### config.mk
export PLATFORM = sky130hd
export DESIGN_NAME = ahb_mtx_input_stage_flat
export DESIGN_NICKNAME = d
export VERILOG_FILES = /design/src/rtl/ahb_mtx_pkg.sv /design/src/rtl/ahb_mtx_input_stage_if.sv /design/src/rtl/ahb_mtx_input_stage.sv /design/src/flat_wrapper.sv
export SDC_FILE = /design/constraint.sdc
export NUM_CORES = 1
export LEC_CHECK = 0
export CORE_ASPECT_RATIO = 1.25
export CORE_UTILIZATION = 40
export DETAILED_ROUTE_END_ITERATION = 16
export GPL_TIMING_DRIVEN = 0
export PLACE_DENSITY = 0.74
export SETUP_SLACK_MARGIN = 0.2
export SYNTH_ARGS = -nofsm -noshare
export SYNTH_HDL_FRONTEND = slang
export SYNTH_SLANG_ARGS = --single-unit
### constraint.sdc
create_clock -name HCLK -period 1.6 [get_ports HCLK]
set_input_delay 0.32 -clock HCLK [delete_from_list [all_inputs] [get_ports HCLK]]
set_output_delay 0.32 -clock HCLK [all_outputs]
set_load 0.01 [all_outputs]
### src/rtl/ahb_mtx_pkg.sv
// Shared AHB encodings and types for the bus-matrix blocks (input stage, decoder, arbiters).
package ahb_mtx_pkg;

  localparam logic [1:0] HTRANS_IDLE   = 2'b00;
  localparam logic [1:0] HTRANS_BUSY   = 2'b01;
  localparam logic [1:0] HTRANS_NONSEQ = 2'b10;
  localparam logic [1:0] HTRANS_SEQ    = 2'b11;

  localparam logic [2:0] HBURST_SINGLE = 3'b000;
  localparam logic [2:0] HBURST_INCR   = 3'b001;
  localparam logic [2:0] HBURST_WRAP4  = 3'b010;
  localparam logic [2:0] HBURST_INCR4  = 3'b011;
  localparam logic [2:0] HBURST_WRAP8  = 3'b100;
  localparam logic [2:0] HBURST_INCR8  = 3'b101;
  localparam logic [2:0] HBURST_WRAP16 = 3'b110;
  localparam logic [2:0] HBURST_INCR16 = 3'b111;

  localparam logic [1:0] HRESP_OKAY  = 2'b00;
  localparam logic [1:0] HRESP_ERROR = 2'b01;

  // Address-phase control bundle, everything except the address itself.
  typedef struct packed {
    logic [1:0] trans;
    logic       write;
    logic [2:0] size;
    logic [2:0] burst;
    logic [3:0] prot;
    logic       lock;
  } ahb_ctrl_t;

  // NONSEQ and SEQ carry a real transfer; IDLE and BUSY do not.
  function automatic logic is_xfer(input logic [1:0] trans);
    return trans[1];
  endfunction

endpackage

### src/rtl/ahb_mtx_input_stage_if.sv
// Signal bundle around one bus-matrix input stage: master-side AHB, target-side return, forwarded phase.
interface ahb_mtx_input_stage_if #(
  parameter int ADDR_WIDTH = 32
);

  logic                  HSELS;
  logic [ADDR_WIDTH-1:0] HADDRS;
  logic [1:0]            HTRANSS;
  logic                  HWRITES;
  logic [2:0]            HSIZES;
  logic [2:0]            HBURSTS;
  logic [3:0]            HPROTS;
  logic                  HMASTLOCKS;
  logic                  HREADYS;
  logic                  HREADYOUTS;
  logic [1:0]            HRESPS;

  logic                  addr_sel;
  logic                  HREADYM;
  logic [1:0]            HRESPM;

  logic                  trans_req;
  logic [ADDR_WIDTH-1:0] HADDRM;
  logic [1:0]            HTRANSM;
  logic                  HWRITEM;
  logic [2:0]            HSIZEM;
  logic [2:0]            HBURSTM;
  logic [3:0]            HPROTM;
  logic                  HMASTLOCKM;
  logic                  pend_tran;
  logic                  data_phase;

  // Handshake: an address phase moves to the target on a cycle where trans_req,
  // addr_sel and HREADYM are all high; until then a sampled transfer is held and
  // HREADYOUTS stays low, and the master only advances when HREADYS is high.
  modport slave (
    input  HSELS, HADDRS, HTRANSS, HWRITES, HSIZES, HBURSTS, HPROTS, HMASTLOCKS, HREADYS,
    input  addr_sel, HREADYM, HRESPM,
    output HREADYOUTS, HRESPS,
    output trans_req, HADDRM, HTRANSM, HWRITEM, HSIZEM, HBURSTM, HPROTM, HMASTLOCKM,
    output pend_tran, data_phase
  );

  modport master (
    output HSELS, HADDRS, HTRANSS, HWRITES, HSIZES, HBURSTS, HPROTS, HMASTLOCKS, HREADYS,
    output addr_sel, HREADYM, HRESPM,
    input  HREADYOUTS, HRESPS,
    input  trans_req, HADDRM, HTRANSM, HWRITEM, HSIZEM, HBURSTM, HPROTM, HMASTLOCKM,
    input  pend_tran, data_phase
  );

endinterface

### src/rtl/ahb_mtx_input_stage.sv
// Per-master input stage of the AHB matrix: holds address phases the target cannot take yet
// and inserts master-side wait states until the held transfer is granted.
module ahb_mtx_input_stage
  import ahb_mtx_pkg::*;
#(
  parameter int ADDR_WIDTH = 32
) (
  input  logic                  HCLK,
  input  logic                  HRESET,
  ahb_mtx_input_stage_if.slave  bus
);

  logic                  sample;
  logic                  active;
  logic                  accept;
  logic                  req;
  logic                  pend_tran;
  logic                  data_phase;
  logic [ADDR_WIDTH-1:0] hold_addr;
  ahb_ctrl_t             hold_ctrl;
  ahb_ctrl_t             live_ctrl;
  ahb_ctrl_t             fwd_ctrl;
  logic [ADDR_WIDTH-1:0] fwd_addr;

  assign sample = bus.HSELS & bus.HREADYS;
  assign active = sample & is_xfer(bus.HTRANSS);
  // Reset masks the request so nothing is offered to the arbiters mid-reset.
  assign req    = ~HRESET & (pend_tran | active);
  assign accept = bus.addr_sel & bus.HREADYM & req;

  assign live_ctrl = '{
    trans: sample ? bus.HTRANSS : HTRANS_IDLE,
    write: bus.HWRITES,
    size:  bus.HSIZES,
    burst: bus.HBURSTS,
    prot:  bus.HPROTS,
    lock:  bus.HMASTLOCKS
  };

  always_ff @(posedge HCLK) begin
    if (HRESET) begin
      pend_tran  <= 1'b0;
      data_phase <= 1'b0;
      hold_addr  <= '0;
      hold_ctrl  <= '0;
    end else begin
      if (active && !accept) begin
        pend_tran <= 1'b1;
        hold_addr <= bus.HADDRS;
        hold_ctrl <= '{
          trans: bus.HTRANSS,
          write: bus.HWRITES,
          size:  bus.HSIZES,
          burst: bus.HBURSTS,
          prot:  bus.HPROTS,
          lock:  bus.HMASTLOCKS
        };
      end else if (accept) begin
        pend_tran <= 1'b0;
      end
      if (accept) begin
        data_phase <= 1'b1;
      end else if (data_phase && bus.HREADYM) begin
        data_phase <= 1'b0;
      end
    end
  end

  // A held transfer (including a locked one) wins over whatever the master drives now.
  assign fwd_addr = pend_tran ? hold_addr : bus.HADDRS;
  assign fwd_ctrl = pend_tran ? hold_ctrl : live_ctrl;

  assign bus.trans_req  = req;
  assign bus.HADDRM     = fwd_addr;
  assign bus.HTRANSM    = fwd_ctrl.trans;
  assign bus.HWRITEM    = fwd_ctrl.write;
  assign bus.HSIZEM     = fwd_ctrl.size;
  assign bus.HBURSTM    = fwd_ctrl.burst;
  assign bus.HPROTM     = fwd_ctrl.prot;
  assign bus.HMASTLOCKM = fwd_ctrl.lock;

  assign bus.HREADYOUTS = data_phase ? bus.HREADYM : ~pend_tran;
  assign bus.HRESPS     = data_phase ? bus.HRESPM  : HRESP_OKAY;

  assign bus.pend_tran  = pend_tran;
  assign bus.data_phase = data_phase;

endmodule

### src/flat_wrapper.sv
// flat-port wrapper written by rule: the top's interface ports become plain ports
module ahb_mtx_input_stage_flat import ahb_mtx_pkg::*;
#(
  parameter int ADDR_WIDTH = 32
)
  (HCLK, HRESET, bus_HSELS, bus_HADDRS, bus_HTRANSS, bus_HWRITES, bus_HSIZES, bus_HBURSTS, bus_HPROTS, bus_HMASTLOCKS, bus_HREADYS, bus_addr_sel, bus_HREADYM, bus_HRESPM, bus_HREADYOUTS, bus_HRESPS, bus_trans_req, bus_HADDRM, bus_HTRANSM, bus_HWRITEM, bus_HSIZEM, bus_HBURSTM, bus_HPROTM, bus_HMASTLOCKM, bus_pend_tran, bus_data_phase);
  ahb_mtx_input_stage_if #(.ADDR_WIDTH(ADDR_WIDTH)) bus_i ();
  input  logic HCLK;
  input  logic HRESET;
  input wire logic [$bits(bus_i.HSELS)-1:0] bus_HSELS;
  input wire logic [$bits(bus_i.HADDRS)-1:0] bus_HADDRS;
  input wire logic [$bits(bus_i.HTRANSS)-1:0] bus_HTRANSS;
  input wire logic [$bits(bus_i.HWRITES)-1:0] bus_HWRITES;
  input wire logic [$bits(bus_i.HSIZES)-1:0] bus_HSIZES;
  input wire logic [$bits(bus_i.HBURSTS)-1:0] bus_HBURSTS;
  input wire logic [$bits(bus_i.HPROTS)-1:0] bus_HPROTS;
  input wire logic [$bits(bus_i.HMASTLOCKS)-1:0] bus_HMASTLOCKS;
  input wire logic [$bits(bus_i.HREADYS)-1:0] bus_HREADYS;
  input wire logic [$bits(bus_i.addr_sel)-1:0] bus_addr_sel;
  input wire logic [$bits(bus_i.HREADYM)-1:0] bus_HREADYM;
  input wire logic [$bits(bus_i.HRESPM)-1:0] bus_HRESPM;
  output wire logic [$bits(bus_i.HREADYOUTS)-1:0] bus_HREADYOUTS;
  output wire logic [$bits(bus_i.HRESPS)-1:0] bus_HRESPS;
  output wire logic [$bits(bus_i.trans_req)-1:0] bus_trans_req;
  output wire logic [$bits(bus_i.HADDRM)-1:0] bus_HADDRM;
  output wire logic [$bits(bus_i.HTRANSM)-1:0] bus_HTRANSM;
  output wire logic [$bits(bus_i.HWRITEM)-1:0] bus_HWRITEM;
  output wire logic [$bits(bus_i.HSIZEM)-1:0] bus_HSIZEM;
  output wire logic [$bits(bus_i.HBURSTM)-1:0] bus_HBURSTM;
  output wire logic [$bits(bus_i.HPROTM)-1:0] bus_HPROTM;
  output wire logic [$bits(bus_i.HMASTLOCKM)-1:0] bus_HMASTLOCKM;
  output wire logic [$bits(bus_i.pend_tran)-1:0] bus_pend_tran;
  output wire logic [$bits(bus_i.data_phase)-1:0] bus_data_phase;
  assign bus_i.HSELS = bus_HSELS;
  assign bus_i.HADDRS = bus_HADDRS;
  assign bus_i.HTRANSS = bus_HTRANSS;
  assign bus_i.HWRITES = bus_HWRITES;
  assign bus_i.HSIZES = bus_HSIZES;
  assign bus_i.HBURSTS = bus_HBURSTS;
  assign bus_i.HPROTS = bus_HPROTS;
  assign bus_i.HMASTLOCKS = bus_HMASTLOCKS;
  assign bus_i.HREADYS = bus_HREADYS;
  assign bus_i.addr_sel = bus_addr_sel;
  assign bus_i.HREADYM = bus_HREADYM;
  assign bus_i.HRESPM = bus_HRESPM;
  assign bus_HREADYOUTS = bus_i.HREADYOUTS;
  assign bus_HRESPS = bus_i.HRESPS;
  assign bus_trans_req = bus_i.trans_req;
  assign bus_HADDRM = bus_i.HADDRM;
  assign bus_HTRANSM = bus_i.HTRANSM;
  assign bus_HWRITEM = bus_i.HWRITEM;
  assign bus_HSIZEM = bus_i.HSIZEM;
  assign bus_HBURSTM = bus_i.HBURSTM;
  assign bus_HPROTM = bus_i.HPROTM;
  assign bus_HMASTLOCKM = bus_i.HMASTLOCKM;
  assign bus_pend_tran = bus_i.pend_tran;
  assign bus_data_phase = bus_i.data_phase;
  ahb_mtx_input_stage #(.ADDR_WIDTH(ADDR_WIDTH)) u_core (.HCLK(HCLK), .HRESET(HRESET), .bus(bus_i));
endmodule
==> impl_results.md, run 1 <==
- Status: complete, but fails checks
- Violated checks: setup timing
- Initial antenna violation count: 0
- Post-DP HPWL: 4690 um
- Cell Area, Synth: 2760 um^2
- Number of I/O port buffers: 104
- Mapped Cells: 268
- CTS tree: built
- Synth area leaders: dfxtp_1, nand2b_1, mux2i_1
- Post-layout min period: 1.78 ns
- Final Net Count: 436
- Clk Latency, worst-skew pair: 0.29 ns
- Worst endpoint required time: 1.28 ns
- Synth Register Bits: 48
- Static Leak: 1.64 nW
- ANT cells: 0
- Critical Path Source Type: flop
- Die Y: 94.8 um
- Total power: 0.00272 W
- Largest net degree at the start of global routing: 14
- DP Worst Slack: -0.567 ns
- Per-cell routed wire length: 14.1 um
- Placed cell count: 459
- Initial core utilization: 41.7%
- RSZ-0062 raised after global routing: yes
- Syn avg cell area: 10.3 um^2
- Syn_nets: 322
- Crit Path Class: reg -> out
- Worst setup margin: -0.181 ns
- Area Growth Syn to Fin: 51.9%
- Worst Hold Class: in -> reg
- CTS sink cnt: 48
- Total CTS buffers: 5
- Post-route ant nets: 0
- Share of cells above drive strength 1: 32.9%
- Drt total wl: 6640 um
- Post-route insts no fill: 470
- Final setup TNS: -5.68 ns
- Routability cong.: 0.716
- Worst slew pin tran: 0.419 ns
- Root Driver: clkbuf_8
- Filler Cell Count: 555
- Pre-antenna DRT Iters: 4
- Worst-path clk slew: 0.08 ns
- PwrDens: 650 nW/um^2
- Worst rel slew slack: 72.0%
- Core area: 6610 um^2
- DRT iter0 DRCs: 71
- Critical Path Fanout Max: 8
- Overall Global Routing Usage: 18.2%
- Max Cap Viol: 0
- Number of cell rows: 33
- DR vias/cell: 4.79
- Register area share after synthesis: 34.9%
- YS warnings: 0
- Vias in the first global route: 2264
- CP arrival: 1.46 ns
- Peak supply drop: 365 uV
- H-tree levels: 2
- Most frequent cells in the layout: nand2b_1, clkdlybuf4s50_1, dfxtp_1
- Worst setup EP type: output pin
- I/O pins: 106
- Synth top area share: 34.9%
- Max Buffers Root-to-Sink: 2
- Via count: 2249
- Max-slew violations: 0
- Dominant cell type by area after synthesis: dfxtp_1
- Die width: 76.3 um
- DRC: 0
- Commonest non-fill, non-tap cell in the layout: nand2b_1
- Clock Skew: 0.00000211 ns
- First-pass GRT wire length: 10500 um
- Die area: 7230 um^2
- Post-synth cell types: 22
- Highest Clock Rate: 562 MHz
- Total gr overflow: 0
- Period Utilization, post-route: 111%
- Count of final hold-check violations: 0
- Setup Viol. Count Final: 46
## cell families after synthesis
group           after synthesis  share of synthesized area (%)
simple gates                101                           22.5
mux                          89                           34.3
flops                        48                           34.9
buf+inv                      22                           6.54
compound gates                8                           1.82
## where the power goes
group          switching (W)  internal [W]  total (W)  leakage [nW]
clock network       0.000403      0.000354   0.000756        0.0455
logic               0.000260      0.000456   0.000716          1.20
registers          0.0000191       0.00123    0.00125         0.390
total               0.000682       0.00204    0.00272          1.64
## metal layers
layer  share of wire, %  global-route usage, %
met4                1.2                   5.77
met1                 43                   20.7
met2                 51                   33.3
met3                5.1                   4.64
met5                  0                      0
## synth_stat cells
cell      number
buf_12         4
dfxtp_1       48
inv_1          1
nand3_1        1
a21oi_1        1
mux2_2        39
o21ba_2        1
a31oi_1        1
buf_8          1
a21oi_2        1
buf_6          2
buf_2          5
nand2_1        5
nor2_1         1
o21ai_0        4
mux2i_1       45
mux2_1         5
nand3_2        1
clkbuf_1       9
and2_1         2
or2_2          1
nand2b_1      90
## path summary, 6_finish.rpt
kind                                           from                                 end  slack [ns]  cells past startpoint
hold reg to reg   u_core.hold_addr[15]$_SDFFE_PP0P_   u_core.hold_addr[15]$_SDFFE_PP0P_        0.47                      2
setup / recovery  u_core.bus.pend_tran$_SDFFE_PP0P_                      bus_HADDRM[25]       -0.18                      5
setup reg to reg  u_core.bus.pend_tran$_SDFFE_PP0P_  u_core.bus.data_phase$_SDFFE_PP0P_        0.56                      4
hold / removal                          bus_HREADYM   u_core.bus.pend_tran$_SDFFE_PP0P_        0.37                      2
## metrics by stage
step / util, % / area [um^2] / hold WS [ns]
after floorplan: - / 2760 / 0.401
after global placement: 59.1 / 3910 / 0.455
after detailed placement: 59.1 / 3910 / 0.460
after CTS: 63.2 / 4180 / 0.475
after global routing: 63.4 / 4190 / 0.369
final: 63.4 / 4190 / 0.368
## final cells by class
class / count / area [um^2] / area share [%]
inverter: 1 / 3.75 / 0.0896
buffer: 21 / 225 / 5.38
clock buffer: 8 / 90.1 / 2.15
timing repair buffer: 107 / 1090 / 26.1
tap: 87 / 109 / 2.60
sequential: 48 / 963 / 23.0
multi-input combinational: 198 / 1700 / 40.6
## state kept, by name (all words and copies together), names as in the netlist
signal	flops
u_core.bus.pend_tran	1
u_core.hold_addr	32
u_core.hold_ctrl	14
u_core.bus.data_phase	1
## timing repair
| item | in CTS | in global routing |
|---|---|---|
| pin swaps | 5 | 1 |
| buffers inserted | 3 | 0 |
| hold buffers | 0 | 0 |
| gates resized for setup | 286 | 5 |
| setup endpoints to repair | 65 | 55 |
## worst max-delay path: stages (launching register included)
cell	delay, ns
dfxtp_2	0.34
buf_6	0.14
buf_8	0.13
buf_12	0.13
mux2_4	0.30
buf_6	0.12
No activity file was read; power rests on OpenSTA's default activity.
==> inputs of run 2 (changes only) <==
--- a/config.mk
+++ b/config.mk
@@ -7,9 +7,10 @@
 export LEC_CHECK = 0
 export CORE_ASPECT_RATIO = 1.25
 export CORE_UTILIZATION = 40
+export CTS_BUF_LIST = sky130_fd_sc_hd__clkbuf_2 sky130_fd_sc_hd__clkbuf_4 sky130_fd_sc_hd__clkbuf_8
 export DETAILED_ROUTE_END_ITERATION = 16
 export GPL_TIMING_DRIVEN = 0
-export PLACE_DENSITY = 0.74
+export PLACE_DENSITY = 0.82
 export SETUP_SLACK_MARGIN = 0.2
 export SYNTH_ARGS = -nofsm -noshare
 export SYNTH_HDL_FRONTEND = slang
==> impl_results.md, run 2 (synthesis gave the netlist of run 1 again) <==
- Status: complete, but fails checks
- Violated checks: setup timing
- Number of cell rows: 33 (unchanged)
- Worst Hold Class: in -> reg
- Die area: 7230 um^2 (unchanged)
- I/O pins: 106 (unchanged)
- Worst setup EP type: output pin
- PwrDens: 621 nW/um^2 (-4.6%)
- Hold Startpoint: bus_HREADYM
- Min-Delay Endpoint: u_core.bus.pend_tran$_SDFFE_PP0P_
- Crit Path Class: reg -> out
- CTS tree: built
- Total gr overflow: 0 (unchanged)
- Reg2Reg Setup Slack: 0.38 ns (-0.18 ns)
- Initial core utilization: 41.7% (unchanged)
- Most frequent cells in the layout: nand2b_1, buf_6, clkdlybuf4s50_1
- Routability cong.: 0.690 (-3.7%)
- Root Driver: clkbuf_8
- Share of cells above drive strength 1: 35.6% (+2.7 points)
- Final Net Count: 447 (+2.5%)
- Die width: 76.3 um (unchanged)
- Post-route ant nets: 0 (unchanged)
- H-tree levels: 2 (unchanged)
- Count of final hold-check violations: 0 (unchanged)
- Crit path largest cell delay: 0.34 ns (about the same)
- RSZ-0062 raised after global routing: yes
- DRT iter0 DRCs: 45 (-37%)
- Total CTS buffers: 5 (unchanged)
- Setup Viol. Count Final: 48 (+4.3%)
- Peak supply drop: 426 uV (+17%)
- Max reg flops: 32 (unchanged)
- Highest Clock Rate: 558 MHz (-0.62%)
- Clk Latency, worst-skew pair: 0.29 ns (about the same)
- Die Y: 94.8 um (unchanged)
- Pre-antenna DRT Iters: 4 (unchanged)
- Per-cell routed wire length: 14.8 um (+4.7%)
- Sequential cell area: 963 um^2 (unchanged)
- Design area: 4410 um^2 (+5.3%)
- Biggest regs: u_core.hold_addr (32), u_core.hold_ctrl (14)
- DRC: 0 (unchanged)
- Worst setup margin: -0.192 ns (-0.0111 ns)
- First-pass GRT wire length: 11200 um (+6.1%)
- Initial antenna violation count: 0 (unchanged)
- Core area: 6610 um^2 (unchanged)
- RR Endpoint: u_core.bus.data_phase$_SDFFE_PP0P_
- Static Leak: 1.80 nW (+10%)
- Area of the multi-input gates: 1780 um^2 (+4.7%)
- CTS sink cnt: 48 (unchanged)
- Cell Chain, Critical Path: buf_6, buf_8, buf_8, mux2_4, buf_6
- Post-DP HPWL: 4680 um (-0.13%)
- Worst endpoint required time: 1.28 ns (about the same)
- Drt total wl: 7100 um (+6.9%)
- Placed Area: 3910 um^2 (unchanged)
- Most flops, register: u_core.hold_addr
- Filler Cell Count: 513 (-7.6%)
- Max Buffers Root-to-Sink: 2 (unchanged)
- Delay-heaviest family, CP: buffers and inverters
- Commonest non-fill, non-tap cell in the layout: nand2b_1
- Max Cap Viol: 0 (unchanged)
- Vias in the first global route: 2419 (+6.8%)
- Post-layout min period: 1.79 ns (+0.0111 ns)
- ANT cells: 0 (unchanged)
- Critical Path Fanout Max: 6 (-2)
- Largest net degree at the start of global routing: 14 (unchanged)
- Worst slew pin tran: 0.419 ns (-0.0000607 ns)
- Area Growth Syn to Fin: 60.0%
- DR vias/cell: 4.88 (+1.9%)
- Worst rel slew slack: 72.0% (about the same)
- Via count: 2341 (+4.1%)
- CP arrival: 1.47 ns (about the same)
- Hold depth: 2 (unchanged)
- Critical Path Source Type: flop
- Crit-path slowest cell: dfxtp_2
- Number of I/O port buffers: 104 (unchanged)
- Max-slew violations: 0 (unchanged)
- Worst R2R Start: u_core.bus.pend_tran$_SDFFE_PP0P_
- Overall Global Routing Usage: 19.3% (+1.1 points)
- CP Buf/Inv Count: 4 (unchanged)
- Worst-path clk slew: 0.08 ns (about the same)
- Period Utilization, post-route: 112% (+0.69 points)
- R2R cell count: 6 (+2)
- WHS: 0.331 ns (-0.0367 ns)
- Clock Skew: 0.00131 ns (+0.00131 ns)
- Hold_buf cts: 0 (unchanged)
==> run 2: where the power goes <==
| group | internal, W | switching (W) | leakage (nW) |
|---|---|---|---|
| Sequential | 0.00123 | 0.0000213 | 0.390 |
| Clock | 0.000315 | 0.000393 | 0.0445 |
| Combinational | 0.000499 | 0.000276 | 1.37 |
| Total | 0.00205 | 0.000691 | 1.80 |
==> run 2: how the worst max path moves through the flow <==
stage,startpoint,end,slack [ns],cells after the start
final,u_core.bus.pend_tran$_SDFFE_PP0P_,bus_HADDRM[28],-0.19,5
after global routing,u_core.bus.pend_tran$_SDFFE_PP0P_,bus_HADDRM[28],-0.24,5
after global placement,bus_HSELS,bus_trans_req,-0.55,5
after CTS,u_core.bus.pend_tran$_SDFFE_PP0P_,bus_HPROTM[2],-0.22,5
after detailed placement,bus_HSELS,bus_trans_req,-0.56,5
after floorplan,u_core.bus.pend_tran$_SDFFE_PP0P_,bus_HADDRM[24],0.20,4
==> run 2: cell type report <==
type,instances,share of cell area [%]
Buffer,21,5.11
Tap cell,87,2.47
Multi-Input combinational cell,198,40.4
Sequential cell,48,21.9
Inverter,1,0.0851
Timing Repair Buffer,118,28.2
Clock buffer,6,1.73
Clock inverter,1,0.114
==> run 2: layer usage <==
layer  vias up  part of all wire (%)  global-route usage (%)
met2        73                    51                    36.8
met4         0                  0.85                    4.81
met5         -                     0                       0
li1       1138                     -                       -
met1      1123                    43                    21.6
met3         7                   5.0                    4.54
==> run 2: repair_timing <==
| action | 4_1_cts | 5_1_grt |
|---|---|---|
| gates cloned | 1 | 1 |
| setup endpoints to repair | 90 | 56 |
| setup buffers | 10 | 2 |
| gates resized for setup | 303 | 20 |
| pin swaps | 4 | 2 |
==> run 2: through the flow <==
stage	utilization (%)	cells	TNS, ns	worst slack [ns]	total power, W
floorplan	-	268	0	0.199	0.00158
global placement	59.1	459	-18.59	-0.552	0.00193
detailed placement	59.1	459	-19.79	-0.562	0.00194
CTS	64.9	477	-7.59	-0.223	0.00274
global route	66.7	480	-9.70	-0.242	0.00287
finish	66.7	480	-7.23	-0.192	0.00274
==> inputs of run 3 (changes only) <==
--- a/config.mk
+++ b/config.mk
@@ -8,6 +8,7 @@
 export CORE_ASPECT_RATIO = 1.25
 export CORE_UTILIZATION = 40
 export CTS_BUF_LIST = sky130_fd_sc_hd__clkbuf_2 sky130_fd_sc_hd__clkbuf_4 sky130_fd_sc_hd__clkbuf_8
+export CTS_CLUSTER_DIAMETER = 120
 export DETAILED_ROUTE_END_ITERATION = 16
 export GPL_TIMING_DRIVEN = 0
 export PLACE_DENSITY = 0.82
==> results of run 3 <==
Final layout, timing and power as in run 2 (identical DEF).
